**src/rtl/spike_edge_encoder_pkg.sv**
```systemverilog
// ---------------------------------------------------------------------------
// spike_pkg: edge-mode encodings, default widths and the raw edge helper. Rev 1.0
// ---------------------------------------------------------------------------
`default_nettype none

package spike_pkg;

   localparam logic [1:0] EDGE_RISE = 2'b00;
   localparam logic [1:0] EDGE_FALL = 2'b01;
   localparam logic [1:0] EDGE_BOTH = 2'b10;
   localparam logic [1:0] EDGE_OFF  = 2'b11;

   localparam int DEF_N_CH        = 8;
   localparam int DEF_SYNC_STAGES = 2;
   localparam int DEF_REFR_W      = 4;
   localparam int DEF_CNT_W       = 8;

   function automatic logic edge_detect(input logic [1:0] mode,
                                        input logic       s,
                                        input logic       p);
      logic e;
      e = 1'b0;
      case (mode)
         EDGE_RISE: e = s & ~p;
         EDGE_FALL: e = ~s & p;
         EDGE_BOTH: e = s ^ p;
         default:   e = 1'b0;
      endcase
      return e;
   endfunction

endpackage

`default_nettype wire

```
**src/rtl/spike_edge_encoder_if.sv**
```systemverilog
// ---------------------------------------------------------------------------
// spike_edge_encoder_if: control, input trains and spike/count outputs. Rev 1.0
// ---------------------------------------------------------------------------
`default_nettype none

interface spike_edge_encoder_if #(
   parameter int N_CH   = 8,
   parameter int REFR_W = 4,
   parameter int CNT_W  = 8
);
   logic                    boot_mode;
   logic [1:0]              edge_mode;
   logic [REFR_W-1:0]       refr_len;
   logic                    cnt_clear;
   logic [N_CH-1:0]         input_signal;
   logic [N_CH-1:0]         edge_spike;
   logic                    spike_any;
   logic [N_CH*CNT_W-1:0]   spike_count;
   logic [N_CH-1:0]         count_sat;

   modport master (
      output boot_mode, edge_mode, refr_len, cnt_clear, input_signal,
      input  edge_spike, spike_any, spike_count, count_sat
   );

   modport slave (
      input  boot_mode, edge_mode, refr_len, cnt_clear, input_signal,
      output edge_spike, spike_any, spike_count, count_sat
   );
endinterface

`default_nettype wire

```
**src/rtl/spike_edge_encoder_channel.sv**
```systemverilog
// ---------------------------------------------------------------------------
// spike_edge_channel: per-channel sync, edge detect, refractory and counter. Rev 1.0
// ---------------------------------------------------------------------------
`default_nettype none

module spike_edge_channel
   import spike_pkg::*;
#(
   parameter int SYNC_STAGES = DEF_SYNC_STAGES,
   parameter int REFR_W      = DEF_REFR_W,
   parameter int CNT_W       = DEF_CNT_W
) (
   input  wire logic              clk,
   input  wire logic              rst,
   input  wire logic              boot_mode_i,
   input  wire logic [1:0]        edge_mode_i,
   input  wire logic [REFR_W-1:0] refr_len_i,
   input  wire logic              cnt_clear_i,
   input  wire logic              input_i,
   output      logic              spike_o,
   output      logic              accept_o,
   output      logic [CNT_W-1:0]  count_o,
   output      logic              sat_o
);

   localparam logic [CNT_W-1:0] CNT_MAX = '1;

   logic              s_w;
   logic              raw_w;
   logic              accept_w;
   logic              p_q;
   logic              spike_q;
   logic              sat_q;
   logic [REFR_W-1:0] r_q, r_d;
   logic [CNT_W-1:0]  cnt_q, cnt_d;

   generate
      if (SYNC_STAGES == 0) begin : g_nosync
         assign s_w = input_i;
      end else begin : g_sync
         logic [SYNC_STAGES-1:0] sync_q;
         always_ff @(posedge clk) begin
            if (rst) begin
               sync_q <= '0;
            end else begin
               sync_q[0] <= input_i;
               for (int k = 1; k < SYNC_STAGES; k++) begin
                  sync_q[k] <= sync_q[k-1];
               end
            end
         end
         assign s_w = sync_q[SYNC_STAGES-1];
      end
   endgenerate

   always_comb begin
      raw_w    = edge_detect(edge_mode_i, s_w, p_q);
      accept_w = raw_w & ~boot_mode_i & (r_q == '0);
   end

   // The refractory counter only loads on an accepted edge, so refr_len
   // changes never disturb a count already in flight.
   always_comb begin
      r_d = r_q;
      if (!boot_mode_i) begin
         if (r_q != '0) begin
            r_d = r_q - REFR_W'(1);
         end else if (raw_w) begin
            r_d = refr_len_i;
         end
      end
   end

   always_comb begin
      cnt_d = cnt_q;
      if (cnt_clear_i) begin
         cnt_d = CNT_W'(accept_w);
      end else if (accept_w && (cnt_q != CNT_MAX)) begin
         cnt_d = cnt_q + CNT_W'(1);
      end
   end

   // p follows s even in boot mode so leaving boot never fakes an edge.
   always_ff @(posedge clk) begin
      if (rst) begin
         p_q     <= 1'b0;
         r_q     <= '0;
         cnt_q   <= '0;
         spike_q <= 1'b0;
         sat_q   <= 1'b0;
      end else begin
         p_q     <= s_w;
         r_q     <= r_d;
         cnt_q   <= cnt_d;
         spike_q <= accept_w;
         sat_q   <= (cnt_q == CNT_MAX);
      end
   end

   assign spike_o  = spike_q;
   assign accept_o = accept_w;
   assign count_o  = cnt_q;
   assign sat_o    = sat_q;

endmodule

`default_nettype wire

```
**src/rtl/spike_edge_encoder.sv**
```systemverilog
// ---------------------------------------------------------------------------
// spike_edge_encoder: N_CH edge-to-spike channels plus the spike_any flag. Rev 1.0
// ---------------------------------------------------------------------------
`default_nettype none

module spike_edge_encoder
   import spike_pkg::*;
#(
   parameter int N_CH        = DEF_N_CH,
   parameter int SYNC_STAGES = DEF_SYNC_STAGES,
   parameter int REFR_W      = DEF_REFR_W,
   parameter int CNT_W       = DEF_CNT_W
) (
   input wire logic           clk,
   input wire logic           rst,
   spike_edge_encoder_if.slave bus
);

   logic [N_CH-1:0] accept_w;
   logic            spike_any_d;
   logic            spike_any_q;

   generate
      for (genvar i = 0; i < N_CH; i++) begin : g_ch
         spike_edge_channel #(
            .SYNC_STAGES (SYNC_STAGES),
            .REFR_W      (REFR_W),
            .CNT_W       (CNT_W)
         ) u_ch (
            .clk         (clk),
            .rst         (rst),
            .boot_mode_i (bus.boot_mode),
            .edge_mode_i (bus.edge_mode),
            .refr_len_i  (bus.refr_len),
            .cnt_clear_i (bus.cnt_clear),
            .input_i     (bus.input_signal[i]),
            .spike_o     (bus.edge_spike[i]),
            .accept_o    (accept_w[i]),
            .count_o     (bus.spike_count[i*CNT_W +: CNT_W]),
            .sat_o       (bus.count_sat[i])
         );
      end
   endgenerate

   // Registered from the accept vector so it lines up with edge_spike.
   always_comb begin
      spike_any_d = |accept_w;
   end

   always_ff @(posedge clk) begin
      if (rst) begin
         spike_any_q <= 1'b0;
      end else begin
         spike_any_q <= spike_any_d;
      end
   end

   assign bus.spike_any = spike_any_q;

endmodule

`default_nettype wire

```
**src/flat_wrapper.sv**
```systemverilog
// flat-port wrapper written by rule: the top's interface ports become plain ports
module spike_edge_encoder_flat import spike_pkg::*;
#(
   parameter int N_CH        = DEF_N_CH,
   parameter int SYNC_STAGES = DEF_SYNC_STAGES,
   parameter int REFR_W      = DEF_REFR_W,
   parameter int CNT_W       = DEF_CNT_W
)
  (clk, rst, bus_boot_mode, bus_edge_mode, bus_refr_len, bus_cnt_clear, bus_input_signal, bus_edge_spike, bus_spike_any, bus_spike_count, bus_count_sat);
  spike_edge_encoder_if #(.N_CH(N_CH), .REFR_W(REFR_W), .CNT_W(CNT_W)) bus_i ();
  input wire logic clk;
  input wire logic rst;
  input wire logic [$bits(bus_i.boot_mode)-1:0] bus_boot_mode;
  input wire logic [$bits(bus_i.edge_mode)-1:0] bus_edge_mode;
  input wire logic [$bits(bus_i.refr_len)-1:0] bus_refr_len;
  input wire logic [$bits(bus_i.cnt_clear)-1:0] bus_cnt_clear;
  input wire logic [$bits(bus_i.input_signal)-1:0] bus_input_signal;
  output wire logic [$bits(bus_i.edge_spike)-1:0] bus_edge_spike;
  output wire logic [$bits(bus_i.spike_any)-1:0] bus_spike_any;
  output wire logic [$bits(bus_i.spike_count)-1:0] bus_spike_count;
  output wire logic [$bits(bus_i.count_sat)-1:0] bus_count_sat;
  assign bus_i.boot_mode = bus_boot_mode;
  assign bus_i.edge_mode = bus_edge_mode;
  assign bus_i.refr_len = bus_refr_len;
  assign bus_i.cnt_clear = bus_cnt_clear;
  assign bus_i.input_signal = bus_input_signal;
  assign bus_edge_spike = bus_i.edge_spike;
  assign bus_spike_any = bus_i.spike_any;
  assign bus_spike_count = bus_i.spike_count;
  assign bus_count_sat = bus_i.count_sat;
  spike_edge_encoder #(.N_CH(N_CH), .SYNC_STAGES(SYNC_STAGES), .REFR_W(REFR_W), .CNT_W(CNT_W)) u_core (.clk(clk), .rst(rst), .bus(bus_i));
endmodule
```
**config.mk**
```make
export PLATFORM = sky130hd
export DESIGN_NAME = spike_edge_encoder_flat
export DESIGN_NICKNAME = d
export VERILOG_FILES = /design/src/rtl/spike_edge_encoder_pkg.sv /design/src/rtl/spike_edge_encoder_if.sv /design/src/rtl/spike_edge_encoder_channel.sv /design/src/rtl/spike_edge_encoder.sv /design/src/flat_wrapper.sv
export SDC_FILE = /design/constraint.sdc
export NUM_CORES = 1
export LEC_CHECK = 0
export ABC_AREA = 1
export CORE_ASPECT_RATIO = 0.75
export CORE_UTILIZATION = 24
export DETAILED_ROUTE_END_ITERATION = 16
export PLACE_DENSITY = 0.48
export SYNTH_ARGS = -nofsm -noshare
export SYNTH_HDL_FRONTEND = slang
export SYNTH_SLANG_ARGS = --single-unit
export TNS_END_PERCENT = 100
```
**constraint.sdc**
```tcl
create_clock -name clk -period 1.9 [get_ports clk]
set_input_delay 0.285 -clock clk [delete_from_list [all_inputs] [get_ports clk]]
set_output_delay 0.285 -clock clk [all_outputs]
set_load 0.005 [all_outputs]
```
==> metrics.csv, run 1 <==
stage,metric,value,unit
layout,area_growth,31.0,%
grt,first_global_vias,6284,
power_and_ir_drop,power_density,1090,nW/um^2
logic_synthesis,synth_xor_area_frac,0.0476,
sta,finalMaxSlewViolations,0,
setup_path,cp.required,1.62,ns
hold_path,min_path_type,primary input to flop,
sta,period_minus_slack,1.74,ns
power_and_ir_drop,power.switching,3.89,mW
setup_path,path_max_fanout,7,
grt,grt_pass1_wl,32.8,mm
setup_path,crit_buf_inv,1,
outcome,status,"complete, no violations",
sta,hold_viol_final,0,
setup_path,slowest_delay,0.57,ns
cts,cts_tree,built,
floorplan,die_x,204,microns
sta,holdWs,0.183,ns
setup_path,crit_type,flop to output pin,
logic_synthesis,yosysSeqAreaShare,0.372,
sta,slew_headroom,0.624,
sta,finalWorstSetupSlack,0.165,ns
setup_path,crit_chain,clkdlybuf4s50_1,
place,place_inst,1570,
setup_path,cpLargestDelayFamily,buffers and inverters,
place,hpwl,14.9,mm
floorplan,initial_core_util,0.244,
route,route.final.wire_length,20.3,mm
floorplan,die_y,154,microns
logic_synthesis,synth_area,7370,sq um
logic_synthesis,netlist_instances,1060,
floorplan,io_pins,99,
setup_path,start_kind,flop,
logic_synthesis,synth_fp_nets,1118,
sta,setup_violations,0,
setup_path,end_kind,output pin,
route,viasPerCell,4.27,
grt,antenna_found_initial,0,
cts,root_buffer,clkbuf_16,
route,wire_per_inst,12.7,microns
logic_synthesis,synth_compound_area_frac,0.0836,
power_and_ir_drop,p_leak,4.08,nW
logic_synthesis,synth_fa_ha_area_frac,0.0679,
power_and_ir_drop,switching_share,0.370,
power_and_ir_drop,intPower,6.63,mW
logic_synthesis,synth_mux_area_frac,0,
sta,fmax,0.576,GHz
place,gp_congestion,0.792,
cts,ctsHtreeMaxLevel,4,
place,io_buffers,98,
cts,cts_buffers,17,
layout,fin_cells,1602,
power_and_ir_drop,seqPwrFrac,0.325,
cts,clockBufferDepth,2,
cts,clock_sinks,137,
floorplan,die_area,31400,sq um
route,drtPass1Iterations,5,
logic_synthesis,ys_ff_latch,137,
logic_synthesis,yosys.area_share.simple,0.324,
floorplan,core,30100,sq um
job,maxCapViolations,0,
power_and_ir_drop,comb_power_share,0.359,
cts,clk_latency,0.43,ns
place,pre_cts_slack,-0.146,ns
layout,drive_gt1_frac,0.0973,
grt,grt-ovfl-total,0,
grt,track_usage,0.132,
setup_path,arrival,1.45,ns
route,dr_total_vias,6837,
logic_synthesis,yosysUniqueCellTypes,29,
floorplan,fp-row-count,55,
layout,n_antenna_cell,0,
power_and_ir_drop,peakVddDrop,0.000625,V
cts,postCtsSetupBuffers,0,
route,drtIter0Drc,287,
sta,fin_crit_sh,0.913,
route,ant_nets,0,
logic_synthesis,synth_area_per_cell,6.95,sq um
sta,tightest_slew,0.563,ns
grt,grt_start_max_net_pins,27,
cts,clkTransAtPathRegs,0.06,ns
layout,nets,1248,
power_and_ir_drop,clock_power_share,0.316,
setup_path,crit_slowest_cell,clkdlybuf4s50_1,
sta,rsz0062_at_grt,no,
logic_synthesis,ys_warn_count,0,
route,drc,0,
layout,utilization,0.320,
sta,fin_skew,0.00760,ns
logic_synthesis,synth_top_family_by_area,simple AND/OR/NAND/NOR gates,
## cells by family (layout without fill, tap and decap cells)
group	count (synthesis)	in the layout
AND/OR/NAND/NOR	535	535
buffers and inverters	185	328
flip-flops	137	137
AO/OA/AOI/OAI	123	123
adder cells (fa/ha/maj)	40	40
XOR/XNOR	40	40
## per-stage QoR
step,power (mW),area [sq um],TNS [ns]
6_report,10.5,9650,0
5_1_grt,11.4,9650,0
4_1_cts,10.6,9640,0
3_5_place_dp,7.23,9050,-5.96
3_3_place_gp,7.21,9050,-3.42
2_1_floorplan,6.17,7370,0
## final timing paths
check,start,endpoint,slack [ns],depth (start not counted)
max,u_core.g_ch[1].u_ch.count_o[5],bus_spike_count[13],0.16,1
min,rst,u_core.g_ch[6].u_ch.r_q[3],0.18,2
max reg2reg,u_core.g_ch[1].u_ch.r_q[0],u_core.g_ch[1].u_ch.count_o[4],0.21,8
min reg2reg,u_core.g_ch[0].u_ch.g_sync.sync_q[0],u_core.g_ch[0].u_ch.g_sync.sync_q[1],0.40,2
## power groups by stage
stage	Combinational [mW]	Clock, mW	Sequential [mW]
after floorplan	2.74	0	3.43
after global placement	3.73	0	3.47
after detailed placement	3.76	0	3.48
after CTS	3.78	3.42	3.42
after global routing	4.36	3.54	3.47
final	3.78	3.32	3.42
## what timing repair did
item,in CTS,in global routing
gates resized for setup,0,3
setup endpoints to repair,0,12
hold buffers,0,0
## routing by layer
layer / up-vias / global-route usage / routed length (microns)
li1: 3618 / - / -
met1: 3078 / 0.188 / 10700
met2: 128 / 0.195 / 8370
met3: 13 / 0.0358 / 1030
met4: 0 / 0.0327 / 198
met5: - / 0 / 0
## layout make-up
class,count,area [sq um]
repair buffers,147,1390
flip-flops and latches,137,2740
inverters,149,566
multi-input cells,738,3860
clock buffers,18,439
clock inverters,14,150
fillers,3319,20500
well taps,399,499
## synthesized netlist by cell type (all sizes together)
| cell | instances | share of area |
|---|---|---|
| nand2 | 267 | 0.14 |
| inv | 145 | 0.074 |
| nor2 | 139 | 0.077 |
| dfxtp | 137 | 0.37 |
| nand3 | 81 | 0.069 |
| a21oi | 67 | 0.046 |
| o21ai | 56 | 0.038 |
| ha | 40 | 0.068 |
| nand4 | 35 | 0.030 |
| xor2 | 32 | 0.038 |
| buf | 26 | 0.023 |
| clkbuf | 10 | 0.0053 |
| xnor2 | 8 | 0.0095 |
| nor3 | 7 | 0.0054 |
| nand3b | 6 | 0.0061 |
| clkinv | 4 | 0.0025 |
## sequential cells by signal, indices dropped and copies added (netlist names)
| signal | cells |
|---|---|
| u_core.g_ch.u_ch.p_q | 8 |
| u_core.g_ch.u_ch.count_o | 64 |
| u_core.bus.spike_any | 1 |
| u_core.g_ch.u_ch.r_q | 32 |
| u_core.g_ch.u_ch.spike_o | 8 |
| u_core.g_ch.u_ch.g_sync.sync_q | 16 |
| u_core.g_ch.u_ch.sat_o | 8 |
## placed cells by master, fill, tap and decap left out, types with 2 or more instances in the layout
master           count
a21oi_1             67
buf_12               4
buf_4               45
bufinv_16            2
clkbuf_16           17
clkdlybuf4s50_1     97
clkinv_2             5
clkinv_4             3
clkinvlp_4           6
dfxtp_1            137
ha_1                40
inv_1              139
inv_2                5
nand2_1            264
nand2_2              3
nand3_1             67
nand3_2              9
nand3_4              5
nand3b_1             6
nand4_1             35
nor2_1             131
nor2_2               4
nor2_4               3
nor3_1               6
o21ai_0             56
xnor2_1              8
xor2_1              32
Power figures use the tool's default switching activity.
==> run 2: changes to the inputs <==
--- a/config.mk
+++ b/config.mk
@@ -9,6 +9,7 @@
 export CORE_ASPECT_RATIO = 0.75
 export CORE_UTILIZATION = 24
 export DETAILED_ROUTE_END_ITERATION = 16
+export HOLD_SLACK_MARGIN = 0.1
 export PLACE_DENSITY = 0.48
 export SYNTH_ARGS = -nofsm -noshare
 export SYNTH_HDL_FRONTEND = slang
==> results of run 2 <==
No change in the layout: final DEF, timing and power equal those of run 1.
